--- config.mk ---
export PLATFORM = sky130hd
export DESIGN_NAME = serial_adder_ctrl
export DESIGN_NICKNAME = d
export VERILOG_FILES = /design/src/rtl/serial_adder_pkg.sv /design/src/rtl/bit_full_adder.sv /design/src/rtl/serial_adder_ctrl.sv
export SDC_FILE = /design/constraint.sdc
export NUM_CORES = 1
export LEC_CHECK = 0
export BUFFER_PORTS_ARGS = -buffer_cell sky130_fd_sc_hd__buf_2
export CAP_MARGIN = 10
export CORE_ASPECT_RATIO = 0.6
export CORE_MARGIN = 2
export CORE_UTILIZATION = 35
export CTS_CLUSTER_DIAMETER = 200
export DETAILED_ROUTE_END_ITERATION = 8
export PLACE_DENSITY = 0.59
export SLEW_MARGIN = 40
export SYNTH_ARGS = -nofsm -noshare
export SYNTH_HDL_FRONTEND = slang
export SYNTH_SLANG_ARGS = --single-unit
--- constraint.sdc ---
create_clock -name clk -period 1.9 [get_ports clk]
set_input_delay 0.38 -clock clk [delete_from_list [all_inputs] [get_ports clk]]
set_output_delay 0.38 -clock clk [all_outputs]
set_load 0.02 [all_outputs]
--- src/rtl/serial_adder_pkg.sv ---
// Shared definitions for the bit-serial adder controller.
package serial_adder_pkg;

    localparam int DEFAULT_WIDTH = 8;

    typedef enum logic [1:0] {
        S_IDLE = 2'd0,
        S_RUN  = 2'd1,
        S_DONE = 2'd2
    } state_e;

endpackage

--- src/rtl/bit_full_adder.sv ---
// One-bit full-adder cell reused by the serial adder datapath.
module bit_full_adder (
    input  logic a,
    input  logic b,
    input  logic cin,
    output logic s,
    output logic cout
);

    assign s    = a ^ b ^ cin;
    assign cout = (a & b) | (a & cin) | (b & cin);

endmodule

--- src/rtl/serial_adder_ctrl.sv ---
// Bit-serial WIDTH-bit adder: feeds one full-adder cell LSB first, one bit per clock.
// state  | meaning
// S_IDLE | waiting for start; operands captured on the accepting edge
// S_RUN  | one operand bit per edge through the full-adder cell
// S_DONE | result newly valid, done pulse; returns to idle next edge
module serial_adder_ctrl
    import serial_adder_pkg::*;
#(
    parameter int WIDTH = DEFAULT_WIDTH
) (
    input  logic             clk,
    input  logic             reset,
    input  logic             start,
    input  logic [WIDTH-1:0] a,
    input  logic [WIDTH-1:0] b,
    output logic             busy,
    output logic             done,
    output logic [WIDTH-1:0] sum,
    output logic             cout
);

    localparam int CW = $clog2(WIDTH);

    state_e           state_q, state_d;
    logic [WIDTH-1:0] a_sh, b_sh;
    logic [WIDTH-2:0] psum;
    logic [WIDTH-1:0] psum_nx;
    logic [CW-1:0]    cnt;
    logic             carry;
    logic             fa_s, fa_c;
    logic             last_bit;

    bit_full_adder u_fa (
        .a    (a_sh[0]),
        .b    (b_sh[0]),
        .cin  (carry),
        .s    (fa_s),
        .cout (fa_c)
    );

    assign last_bit = (cnt == CW'(WIDTH - 1));
    // New bit enters at the MSB; after WIDTH shifts bit 0 lands at the LSB.
    assign psum_nx  = {fa_s, psum};

    always_ff @(posedge clk or posedge reset) begin
        if (reset) state_q <= S_IDLE;
        else       state_q <= state_d;
    end

    always_comb begin
        state_d = state_q;
        case (state_q)
            S_IDLE:  if (start) state_d = S_RUN;
            S_RUN:   if (last_bit) state_d = S_DONE;
            S_DONE:  state_d = S_IDLE;
            default: state_d = S_IDLE;
        endcase
    end

    assign busy = (state_q == S_RUN) || (state_q == S_DONE);
    assign done = (state_q == S_DONE);

    always_ff @(posedge clk or posedge reset) begin
        if (reset) begin
            a_sh  <= '0;
            b_sh  <= '0;
            psum  <= '0;
            cnt   <= '0;
            carry <= 1'b0;
            sum   <= '0;
            cout  <= 1'b0;
        end else begin
            case (state_q)
                S_IDLE: begin
                    if (start) begin
                        a_sh  <= a;
                        b_sh  <= b;
                        psum  <= '0;
                        cnt   <= '0;
                        carry <= 1'b0;
                    end
                end
                S_RUN: begin
                    a_sh  <= a_sh >> 1;
                    b_sh  <= b_sh >> 1;
                    carry <= fa_c;
                    psum  <= psum_nx[WIDTH-1:1];
                    cnt   <= cnt + CW'(1);
                    if (last_bit) begin
                        sum  <= psum_nx;
                        cout <= fa_c;
                    end
                end
                default: ;
            endcase
        end
    end

endmodule
==> impl_metrics.json, run 1 <==
{
  "worstSkewPairLatency_ns": 0.29,
  "detail_route.drc_violations": 0,
  "maximum_number_of_pins_on_one_net_before_global_route_repair": 39,
  "cts_hold_buffers": 0,
  "cp_class": "register to register",
  "cp_top_family": "simple AND/OR/NAND/NOR gates",
  "estimated_wirelength_of_the_detail_placed_design_um": 2323,
  "dp_worst_setup_slack_ns": 0.07220,
  "switching_share_pct": 34.97,
  "ctsLongestPathBuffers": 2,
  "clock-skew-final_ns": 0.004597,
  "postSynthCellCount": 131,
  "slew-limit-headroom_pct": 68.28,
  "worstReg2RegStart": "state_q[0]",
  "totalWireLength_um": 3282,
  "core_um2": 4659,
  "worst_setup_path_end_kind": "register",
  "dominant_combinational_cell_family_by_area_after_synthesis": "compound AO/OA/AOI/OAI gates",
  "power_per_cell_area_nw_per_um2": 1597,
  "muxShareOfSynthArea_pct": 6.463,
  "slowest_delay_ns": 0.40,
  "routabilityCongestion": 0.7183,
  "post_cts.repair.setup_buffers": 0,
  "yosysWarnings": 0,
  "num_vias": 1167,
  "final_hold_viol_count": 0,
  "num_antenna_cells": 0,
  "drt-initial-drc-count": 63,
  "fin_total_pwr_w": 0.003163,
  "yosysUniqueCellTypes": 27,
  "timing.reg2reg.setup_slack_ns": 0.18,
  "period_share_pct": 90.57,
  "die_w_um": 94.58,
  "numPortBuffers": 29,
  "crit_buf_inv": 1,
  "final_area_um2": 1981,
  "setup_slack_ns": 0.1792,
  "synthesis_stage_register_bit_count": 38,
  "via_per_inst": 5.164,
  "cts_made_buffers": 5,
  "syn-cell-area_um2": 1723,
  "area_growth_syn_to_layout_pct": 14.96,
  "adder_and_majority_cell_fraction_of_the_synthesized_area_pct": 4.793,
  "rsz0062_at_grt": "no",
  "fin_nets": 187,
  "tritoncts": "built",
  "cts_htree_levels": 2,
  "syn-num-nets": 156,
  "power.static_leakage_nw": 0.9644,
  "grt_first_pass_wirelength_um": 5671,
  "crit_path_max_fanout": 10,
  "hold_class": "input port to asynchronous set/reset pin",
  "synth-simple-area-share_pct": 11.40,
  "antenna_violations_before_repair": 0,
  "worst_r2r_endpoint": "a_sh[6]",
  "cp-start-kind": "register",
  "critPathRequiredTime_ns": 2.08,
  "grt_util_all_layers_pct": 13.77,
  "globalRouteOverflowTotal": 0,
  "synth-compound-area-share_pct": 16.05,
  "power.share.clock_pct": 17.7,
  "drv_cap": 0,
  "io_pins": 30,
  "power.share.sequential_pct": 42.0,
  "first_global_vias": 1122,
  "power.switching_w": 0.001106,
  "power_frac_comb_pct": 40.2,
  "cts-root-buf": "sky130_fd_sc_hd__clkbuf_8",
  "routedWlPerCell_um": 14.52,
  "largest_vdd_supply_drop_mv": 0.4559,
  "final_layout_size_suffix_gt1_share_pct": 39.26,
  "timing.critical_path.cells": "inv_1, ha_2, nand2_1, or2_1, o221a_2",
  "critPathArrivalTime_ns": 1.90,
  "logic_depth_of_the_worst_register_to_register_path": 5,
  "synthXorXnorAreaFrac_pct": 0,
  "achievable-frequency_mhz": 581.1,
  "synth_seq_area_share_pct": 55.19,
  "drv_slew": 0,
  "status": "complete, no violations",
  "die_height_um": 58.35,
  "dieArea_um2": 5518,
  "max_slew.worst_pin.slew_ns": 0.4758,
  "period_minus_slack_ns": 1.721,
  "clock_transition_time_at_the_flip_flop_clock_pins_of_the_worst_setup_and_hold_paths_ns": 0.07,
  "postRouteAntennaNets": 0,
  "cp_slowest_cell": "sky130_fd_sc_hd__dfrtp_1",
  "intPower_w": 0.002057,
  "cts.sink_count": 38,
  "floorplan.initialDensity_pct": 36.98,
  "length_of_the_first_detailed_routing_pass_in_iterations": 4,
  "tns_ns": 0,
  "final_setup_violating_endpoints": 0,
  "synth_area_per_cell_um2": 13.15,
  "dpl-instance-area_um2": 1887,
  "num_rows": 19
}
==> cell usage after synthesis, drive strengths merged <==
library cell | n | share of area (%)
nand3b | 1 | 0.44
or2b | 3 | 1.3
o221a | 11 | 7.2
buf | 8 | 5.0
nor2b | 1 | 0.36
inv | 4 | 0.87
fa | 1 | 1.2
nand4b | 3 | 1.5
ha | 5 | 3.6
a21oi | 3 | 0.87
nand2 | 4 | 1.0
o22a | 1 | 0.51
mux2 | 9 | 5.9
or2 | 1 | 0.36
nor2 | 4 | 0.87
dfrtp | 38 | 55
mux2i | 1 | 0.58
nand2b | 9 | 3.3
and2 | 1 | 0.51
o21ai | 4 | 1.4
clkbuf | 1 | 0.22
a22o | 12 | 6.1
nand3 | 6 | 1.7
==> worst reg2reg max path, cell delays in order, from the launching register on <==
cell	delay [ns]
sky130_fd_sc_hd__dfrtp_1	0.40
sky130_fd_sc_hd__inv_1	0.10
sky130_fd_sc_hd__ha_2	0.30
sky130_fd_sc_hd__nand2_1	0.13
sky130_fd_sc_hd__or2_1	0.37
sky130_fd_sc_hd__o221a_2	0.30
==> placed cells by master, fill, tap and decap left out, drive strengths merged <==
| cell type | Yosys | layout |
|---|---|---|
| ha | 5 | 5 |
| o21ai | 4 | 4 |
| nand4b | 3 | 3 |
| nor2 | 4 | 4 |
| nor2b | 1 | 1 |
| mux2 | 9 | 9 |
| o221a | 11 | 11 |
| or2b | 3 | 3 |
| inv | 4 | 4 |
| nand2 | 4 | 4 |
| nand2b | 9 | 9 |
| nand3 | 6 | 6 |
| clkinv | 0 | 1 |
| mux2i | 1 | 1 |
| o22a | 1 | 1 |
| clkbuf | 1 | 7 |
| a21oi | 3 | 3 |
| fa | 1 | 1 |
| and2 | 1 | 1 |
| a22o | 12 | 12 |
| dfrtp | 38 | 38 |
| or2 | 1 | 1 |
| nand3b | 1 | 1 |
| buf | 8 | 33 |
==> state kept, by name (all words and copies together) (netlist names) <==
register  flops
sum           8
state_q       2
psum          7
carry         1
a_sh          8
b_sh          8
cout          1
cnt           3
==> power by group through the flow <==
stage | registers, W | clock network (W) | logic (W)
finish | 0.00133 | 0.000561 | 0.00127
global route | 0.00137 | 0.000622 | 0.00143
CTS | 0.00133 | 0.000579 | 0.00128
detailed placement | 0.00134 | 0 | 0.00128
floorplan | 0.00134 | 0 | 0.00108
global placement | 0.00133 | 0 | 0.00123
==> metrics by stage <==
stage | util [%] | instances | hold WS (ns)
2_1_floorplan | - | 131 | 0.4614
3_3_place_gp | 40.49 | 218 | 0.4837
3_5_place_dp | 40.49 | 218 | 0.4875
4_1_cts | 42.45 | 226 | 0.2039
5_1_grt | 42.51 | 226 | 0.2348
6_report | 42.51 | 226 | 0.1841
==> how the worst max path moves through the flow <==
stage,from,end,cells after the start
2_1_floorplan,state_q[0],a_sh[3],6
3_3_place_gp,state_q[0],a_sh[3],5
3_5_place_dp,state_q[0],a_sh[3],5
4_1_cts,state_q[0],a_sh[6],5
5_1_grt,state_q[0],a_sh[6],5
6_report,state_q[0],a_sh[6],5
==> repair_timing <==
action | 4_1_cts | 5_1_grt
hold endpoints to repair | 0 | 0
gates resized for setup | 0 | 1
endpoints found under the setup margin | 0 | 20
==> cell type report <==
type,instances,area (um^2)
Fill cell,480,2679
Clock buffer,7,86.33
Tap cell,63,78.83
Inverter,4,15.01
Multi-Input combinational cell,80,669.4
Timing Repair Buffer,33,175.2
Sequential cell,38,950.9
Clock inverter,1,5.005
==> routing by layer <==
metal  vias to the layer above  track usage, %  routed length, um
li1                        547               -                  -
met1                       591           20.92               1691
met2                        26           18.37               1387
met3                         3           5.122                188
met4                         0           3.727                 14
met5                         -               0                  0
==> logic make-up after synthesis <==
logic type	count (synthesis)
DFF	38
and+or+nand+nor	33
AOI/OAI and AO/OA	31
buffers and inverters	13
muxes	10
adders and majority gates	6
Note: power is estimated with default switching activity, not from simulation.
==> run 2: changes to the inputs <==
- CORE_UTILIZATION: 35 -> 25
- PLACE_DENSITY: 0.59 -> 0.47
- clock period: 1.9 -> 2.1 ns (I/O delays scaled with it)
==> run 2 against run 1 <==
Net effect:
- count of clock-buffer cells in the layout fell by 2
- final cell count rose by 10%
- maximum frequency down 8.7%
- non-clock buffer count is 1 lower
- first-iteration DRC count is 7.9% higher
- utilization is 11 points lower
- critical path depth is 1 higher
- clock power grew 49%
- worst setup slack improved by 0.036 ns
- sequential share of layout area is 2.6 points lower
- critical path type unchanged
- highest routed layer unchanged
==> impl_metrics.json, run 2 (same netlist as run 1, synthesis figures left out) <==
{
  "timing.reg2reg.setup_slack_ns": 0.21,
  "die_w_um": 111.2,
  "tritoncts": "built",
  "power_per_cell_area_nw_per_um2": 1540,
  "hold_class": "input port to asynchronous set/reset pin",
  "worstSkewPairLatency_ns": 0.27,
  "achievable-frequency_mhz": 530.4,
  "final_core_util_pct": 31.33,
  "reg.largest.list": "a_sh (8), b_sh (8), sum (8)",
  "fin_nets": 186,
  "cts_hold_buffers": 0,
  "endpoint_of_the_most_critical_setup_path": "a_sh[5]",
  "status": "complete, no violations",
  "routabilityCongestion": 0.7946,
  "antenna_violations_before_repair": 0,
  "io_pins": 30,
  "max_slew.worst_pin.slew_ns": 0.4855,
  "layout.filler_cells": 683,
  "layout_commonest_cell": "sky130_fd_sc_hd__dfrtp_1",
  "num_antenna_cells": 0,
  "period_minus_slack_ns": 1.885,
  "rsz0062_at_grt": "no",
  "final_setup_violating_endpoints": 0,
  "worst_r2r_endpoint": "a_sh[5]",
  "cts_htree_levels": 2,
  "die_height_um": 68.31,
  "post_cts.repair.setup_buffers": 0,
  "clock-skew-final_ns": 0.004678,
  "floorplan.initialDensity_pct": 25.81,
  "cts_made_buffers": 5,
  "layout_common_cells": "sky130_fd_sc_hd__dfrtp_1 (38), sky130_fd_sc_hd__buf_2 (29), sky130_fd_sc_hd__a22o_1 (12)",
  "final_layout_size_suffix_gt1_share_pct": 38.89,
  "detail_route.drc_violations": 0,
  "routedWlPerCell_um": 13.88,
  "power.static_leakage_nw": 0.9931,
  "fin_total_pwr_w": 0.003222,
  "largest_vdd_supply_drop_mv": 0.5879,
  "ctsLongestPathBuffers": 2,
  "drv_cap": 0,
  "post_cts_gate_resize_count": 0,
  "final_hold_viol_count": 0,
  "core_um2": 6676,
  "dieArea_um2": 7593,
  "num_vias": 1119,
  "placed_cells": 241,
  "totalWireLength_um": 3456,
  "postRouteAntennaNets": 0,
  "num_rows": 23,
  "worst_setup_path_startpoint": "state_q[0]",
  "cp_class": "register to register",
  "logic_depth_of_the_worst_register_to_register_path": 6,
  "worst_setup_path_end_kind": "register",
  "numPortBuffers": 29,
  "grt_first_pass_wirelength_um": 5782,
  "final_area_um2": 2092,
  "crit_path_max_fanout": 23,
  "first_global_vias": 1125,
  "cts-root-buf": "sky130_fd_sc_hd__clkbuf_16",
  "maximum_number_of_pins_on_one_net_before_global_route_repair": 39,
  "slew-limit-headroom_pct": 67.63,
  "worstReg2RegStart": "state_q[0]",
  "critPathRequiredTime_ns": 2.26,
  "final_cell_count_no_fill": 249,
  "period_share_pct": 89.77,
  "via_per_inst": 4.494,
  "tns_ns": 0,
  "dpl-instance-area_um2": 1922,
  "critPathArrivalTime_ns": 2.04,
  "cts.sink_count": 38,
  "drt-initial-drc-count": 68,
  "clock_transition_time_at_the_flip_flop_clock_pins_of_the_worst_setup_and_hold_paths_ns": 0.06,
  "globalRouteOverflowTotal": 0,
  "estimated_wirelength_of_the_detail_placed_design_um": 2437,
  "length_of_the_first_detailed_routing_pass_in_iterations": 4,
  "drv_slew": 0,
  "grt_util_all_layers_pct": 9.801,
  "area_growth_syn_to_layout_pct": 21.42,
  "cp-start-kind": "register"
}
-- run 2: changes by cell type in the layout (fill, tap and decap cells not counted), sizes merged --
cell,change
clkinvlp,+2
clkbuf,-2
buf,-1
bufinv,+1
clkinv,-1
-- run 2: power by group --
part           leakage [nW]  switching, W  internal (W)
logic                 0.436      0.000600      0.000585
registers             0.481      0.000175       0.00102
clock network        0.0760      0.000278      0.000559
-- run 2: how the worst min path moves through the flow --
stage	from	end	slack (ns)	cells past startpoint
global placement	cnt[0]	cnt[0]	0.48	1
CTS	reset	cnt[2]	0.28	3
detailed placement	sum[2]	sum[2]	0.49	1
global route	reset	sum[2]	0.34	3
floorplan	cnt[0]	cnt[0]	0.46	1
finish	reset	b_sh[1]	0.25	3
-- run 2: worst max-delay path, cell delays in order (launching register included) --
cell	delay, ns
sky130_fd_sc_hd__dfrtp_1	0.40
sky130_fd_sc_hd__inv_1	0.09
sky130_fd_sc_hd__ha_1	0.36
sky130_fd_sc_hd__mux2i_1	0.34
sky130_fd_sc_hd__buf_12	0.20
sky130_fd_sc_hd__or2b_1	0.23
sky130_fd_sc_hd__o221a_2	0.13
-- run 2: area by class of cell --
type                    instances  area (um^2)  share of cell area [%]
flip-flops and latches         38        950.9                   45.45
well taps                      87        108.9                   5.203
clock buffers                   5        125.1                   5.981
repair buffers                 32        180.2                   8.612
inverters                       4        15.01                  0.7177
multi-input cells              80        666.9                   31.88
clock inverters                 3        45.04                   2.153
-- run 2: through the flow --
step	setup slack, ns	hold slack (ns)
floorplan	0.5918	0.4614
global placement	0.3002	0.4775
detailed placement	0.2642	0.4872
CTS	0.2379	0.2798
global route	0.1470	0.3370
finish	0.2148	0.2537
-- run 2: layer usage --
layer / GRT usage [%] / vias to the layer above / part of all wire (%)
met5: 0 / - / 0
met1: 14.41 / 564 / 53
met2: 13.95 / 18 / 42
met4: 2.315 / 0 / 1.0
met3: 3.100 / 2 / 3.5
li1: - / 535 / -
==> run 3: changes to the inputs <==
--- a/config.mk
+++ b/config.mk
@@ -8,3 +8,2 @@
 export BUFFER_PORTS_ARGS = -buffer_cell sky130_fd_sc_hd__buf_2
-export CAP_MARGIN = 10
 export CORE_ASPECT_RATIO = 0.6
==> constraint.sdc (replaced) <==
create_clock -name clk -period 2.1 [get_ports clk]
set_input_delay 0.105 -clock clk [delete_from_list [all_inputs] [get_ports clk]]
set_output_delay 0.105 -clock clk [all_outputs]
set_load 0.02 [all_outputs]
==> run 3 against run 2 <==
Net effect:
- power is essentially flat
- count of clock-buffer cells in the layout is the same
- final area grew 0.48%
- largest power group unchanged
- global-route usage is essentially flat
- critical path type unchanged
- wire length shrank 0.29%
==> impl_metrics.json, run 3 (same netlist as run 1, synthesis figures left out) <==
{
  "final_core_util_pct": 31.48,
  "cts-root-buf": "sky130_fd_sc_hd__clkbuf_16",
  "grt_util_all_layers_pct": 9.821,
  "min_from": "b[7]",
  "numPortBuffers": 29,
  "status": "complete, no violations",
  "length_of_the_first_detailed_routing_pass_in_iterations": 4,
  "layout_commonest_cell": "sky130_fd_sc_hd__dfrtp_1",
  "totalWireLength_um": 3446,
  "drt-initial-drc-count": 71,
  "io_pins": 30,
  "reg.largest.list": "a_sh (8), b_sh (8), sum (8)",
  "routedWlPerCell_um": 13.78,
  "floorplan.initialDensity_pct": 25.81,
  "maximum_number_of_pins_on_one_net_before_global_route_repair": 39,
  "hold-path-endpoint": "b_sh[7]",
  "routabilityCongestion": 0.7946,
  "clock-skew-final_ns": 0.004677,
  "area_growth_syn_to_layout_pct": 22.00,
  "die_w_um": 111.2,
  "via_per_inst": 4.488,
  "fin_nets": 187,
  "cp-start-kind": "register",
  "post_cts_gate_resize_count": 0,
  "cts.sink_count": 38,
  "cp_class": "register to register",
  "cts_htree_levels": 2,
  "first_global_vias": 1133,
  "detail_route.drc_violations": 0,
  "grt_first_pass_wirelength_um": 5796,
  "achievable-frequency_mhz": 532.1,
  "max_slew.worst_pin.slew_ns": 0.4851,
  "num_vias": 1122,
  "final_hold_viol_count": 0,
  "largest_vdd_supply_drop_mv": 0.5875,
  "globalRouteOverflowTotal": 0,
  "timing.reg2reg.setup_slack_ns": 0.22,
  "ctsLongestPathBuffers": 2,
  "clock_transition_time_at_the_flip_flop_clock_pins_of_the_worst_setup_and_hold_paths_ns": 0.06,
  "worstSkewPairLatency_ns": 0.27,
  "final_layout_size_suffix_gt1_share_pct": 38.65,
  "cts_hold_buffers": 1,
  "critPathRequiredTime_ns": 2.26,
  "layout_common_cells": "sky130_fd_sc_hd__dfrtp_1 (38), sky130_fd_sc_hd__buf_2 (29), sky130_fd_sc_hd__a22o_1 (12)",
  "power_per_cell_area_nw_per_um2": 1532,
  "slew-limit-headroom_pct": 67.66,
  "die_height_um": 68.31,
  "hold_class": "input port to register",
  "dieArea_um2": 7593,
  "min_path_cells": 2,
  "layout.filler_cells": 682,
  "period_minus_slack_ns": 1.879,
  "drv_slew": 0,
  "num_rows": 23,
  "antenna_violations_before_repair": 0,
  "estimated_wirelength_of_the_detail_placed_design_um": 2437,
  "crit_path_max_fanout": 23,
  "period_share_pct": 89.50,
  "worst_setup_path_end_kind": "register",
  "cts_made_buffers": 5,
  "drv_cap": 0,
  "worst_r2r_endpoint": "a_sh[5]",
  "final_setup_violating_endpoints": 0,
  "rsz0062_at_grt": "no",
  "power.static_leakage_nw": 0.9973,
  "post_cts.repair.setup_buffers": 0,
  "num_antenna_cells": 0,
  "critPathArrivalTime_ns": 2.04,
  "worstReg2RegStart": "state_q[0]",
  "tns_ns": 0,
  "logic_depth_of_the_worst_register_to_register_path": 6,
  "postRouteAntennaNets": 0,
  "core_um2": 6676,
  "worst_setup_path_startpoint": "state_q[0]",
  "tritoncts": "built"
}
[run 3: cell count changes in the layout (fill, tap and decap cells not counted), sizes merged]
cell / delta
dlygate4sd3: +1
[run 3: cell type report]
class                   count  area (um^2)  area share (%)
repair buffers             33        190.2           9.048
flip-flops and latches     38        950.9           45.24
multi-input cells          80        666.9           31.73
well taps                  87        108.9           5.179
clock inverters             3        45.04           2.143
clock buffers               5        125.1           5.952
inverters                   4        15.01          0.7143
[run 3: how the worst max path moves through the flow]
stage / end / slack [ns]
after CTS: a_sh[5] / 0.24
after global placement: a_sh[3] / 0.30
after floorplan: a_sh[3] / 0.59
after global routing: a_sh[5] / 0.15
after detailed placement: a_sh[3] / 0.26
final: a_sh[5] / 0.22
[run 3: stage by stage]
step | area (um^2) | power (W) | setup slack, ns | hold slack [ns] | std cells
floorplan | 1723 | 0.002187 | 0.5918 | 0.2375 | 131
global placement | 1922 | 0.002348 | 0.3002 | 0.2453 | 241
detailed placement | 1922 | 0.002401 | 0.2642 | 0.2547 | 241
CTS | 2102 | 0.003268 | 0.2379 | 0.05579 | 250
global route | 2102 | 0.003452 | 0.1470 | 0.06859 | 250
finish | 2102 | 0.003220 | 0.2205 | 0.05920 | 250
[run 3: routing by layer]
| metal | global-route usage (%) | share of wire (%) |
|---|---|---|
| met1 | 14.41 | 53 |
| met2 | 14.02 | 43 |
| met3 | 3.100 | 3.6 |
| met4 | 2.315 | 1.0 |
| met5 | 0 | 0 |
[run 3: power breakdown]
part | switching, W | internal, W | total (W) | leakage [nW]
combinational | 0.000598 | 0.000586 | 0.00118 | 0.441
clock | 0.000278 | 0.000559 | 0.000837 | 0.0760
sequential | 0.000175 | 0.00102 | 0.00120 | 0.481
total | 0.00105 | 0.00217 | 0.00322 | 0.997
[run 3: worst max-delay path, cell delays in order, from the launching register on]
cell and delay [ns]:
sky130_fd_sc_hd__dfrtp_1 0.40, sky130_fd_sc_hd__inv_1 0.09, sky130_fd_sc_hd__ha_1 0.36, sky130_fd_sc_hd__mux2i_1 0.34, sky130_fd_sc_hd__buf_12 0.20, sky130_fd_sc_hd__or2b_1 0.23
sky130_fd_sc_hd__o221a_2 0.13
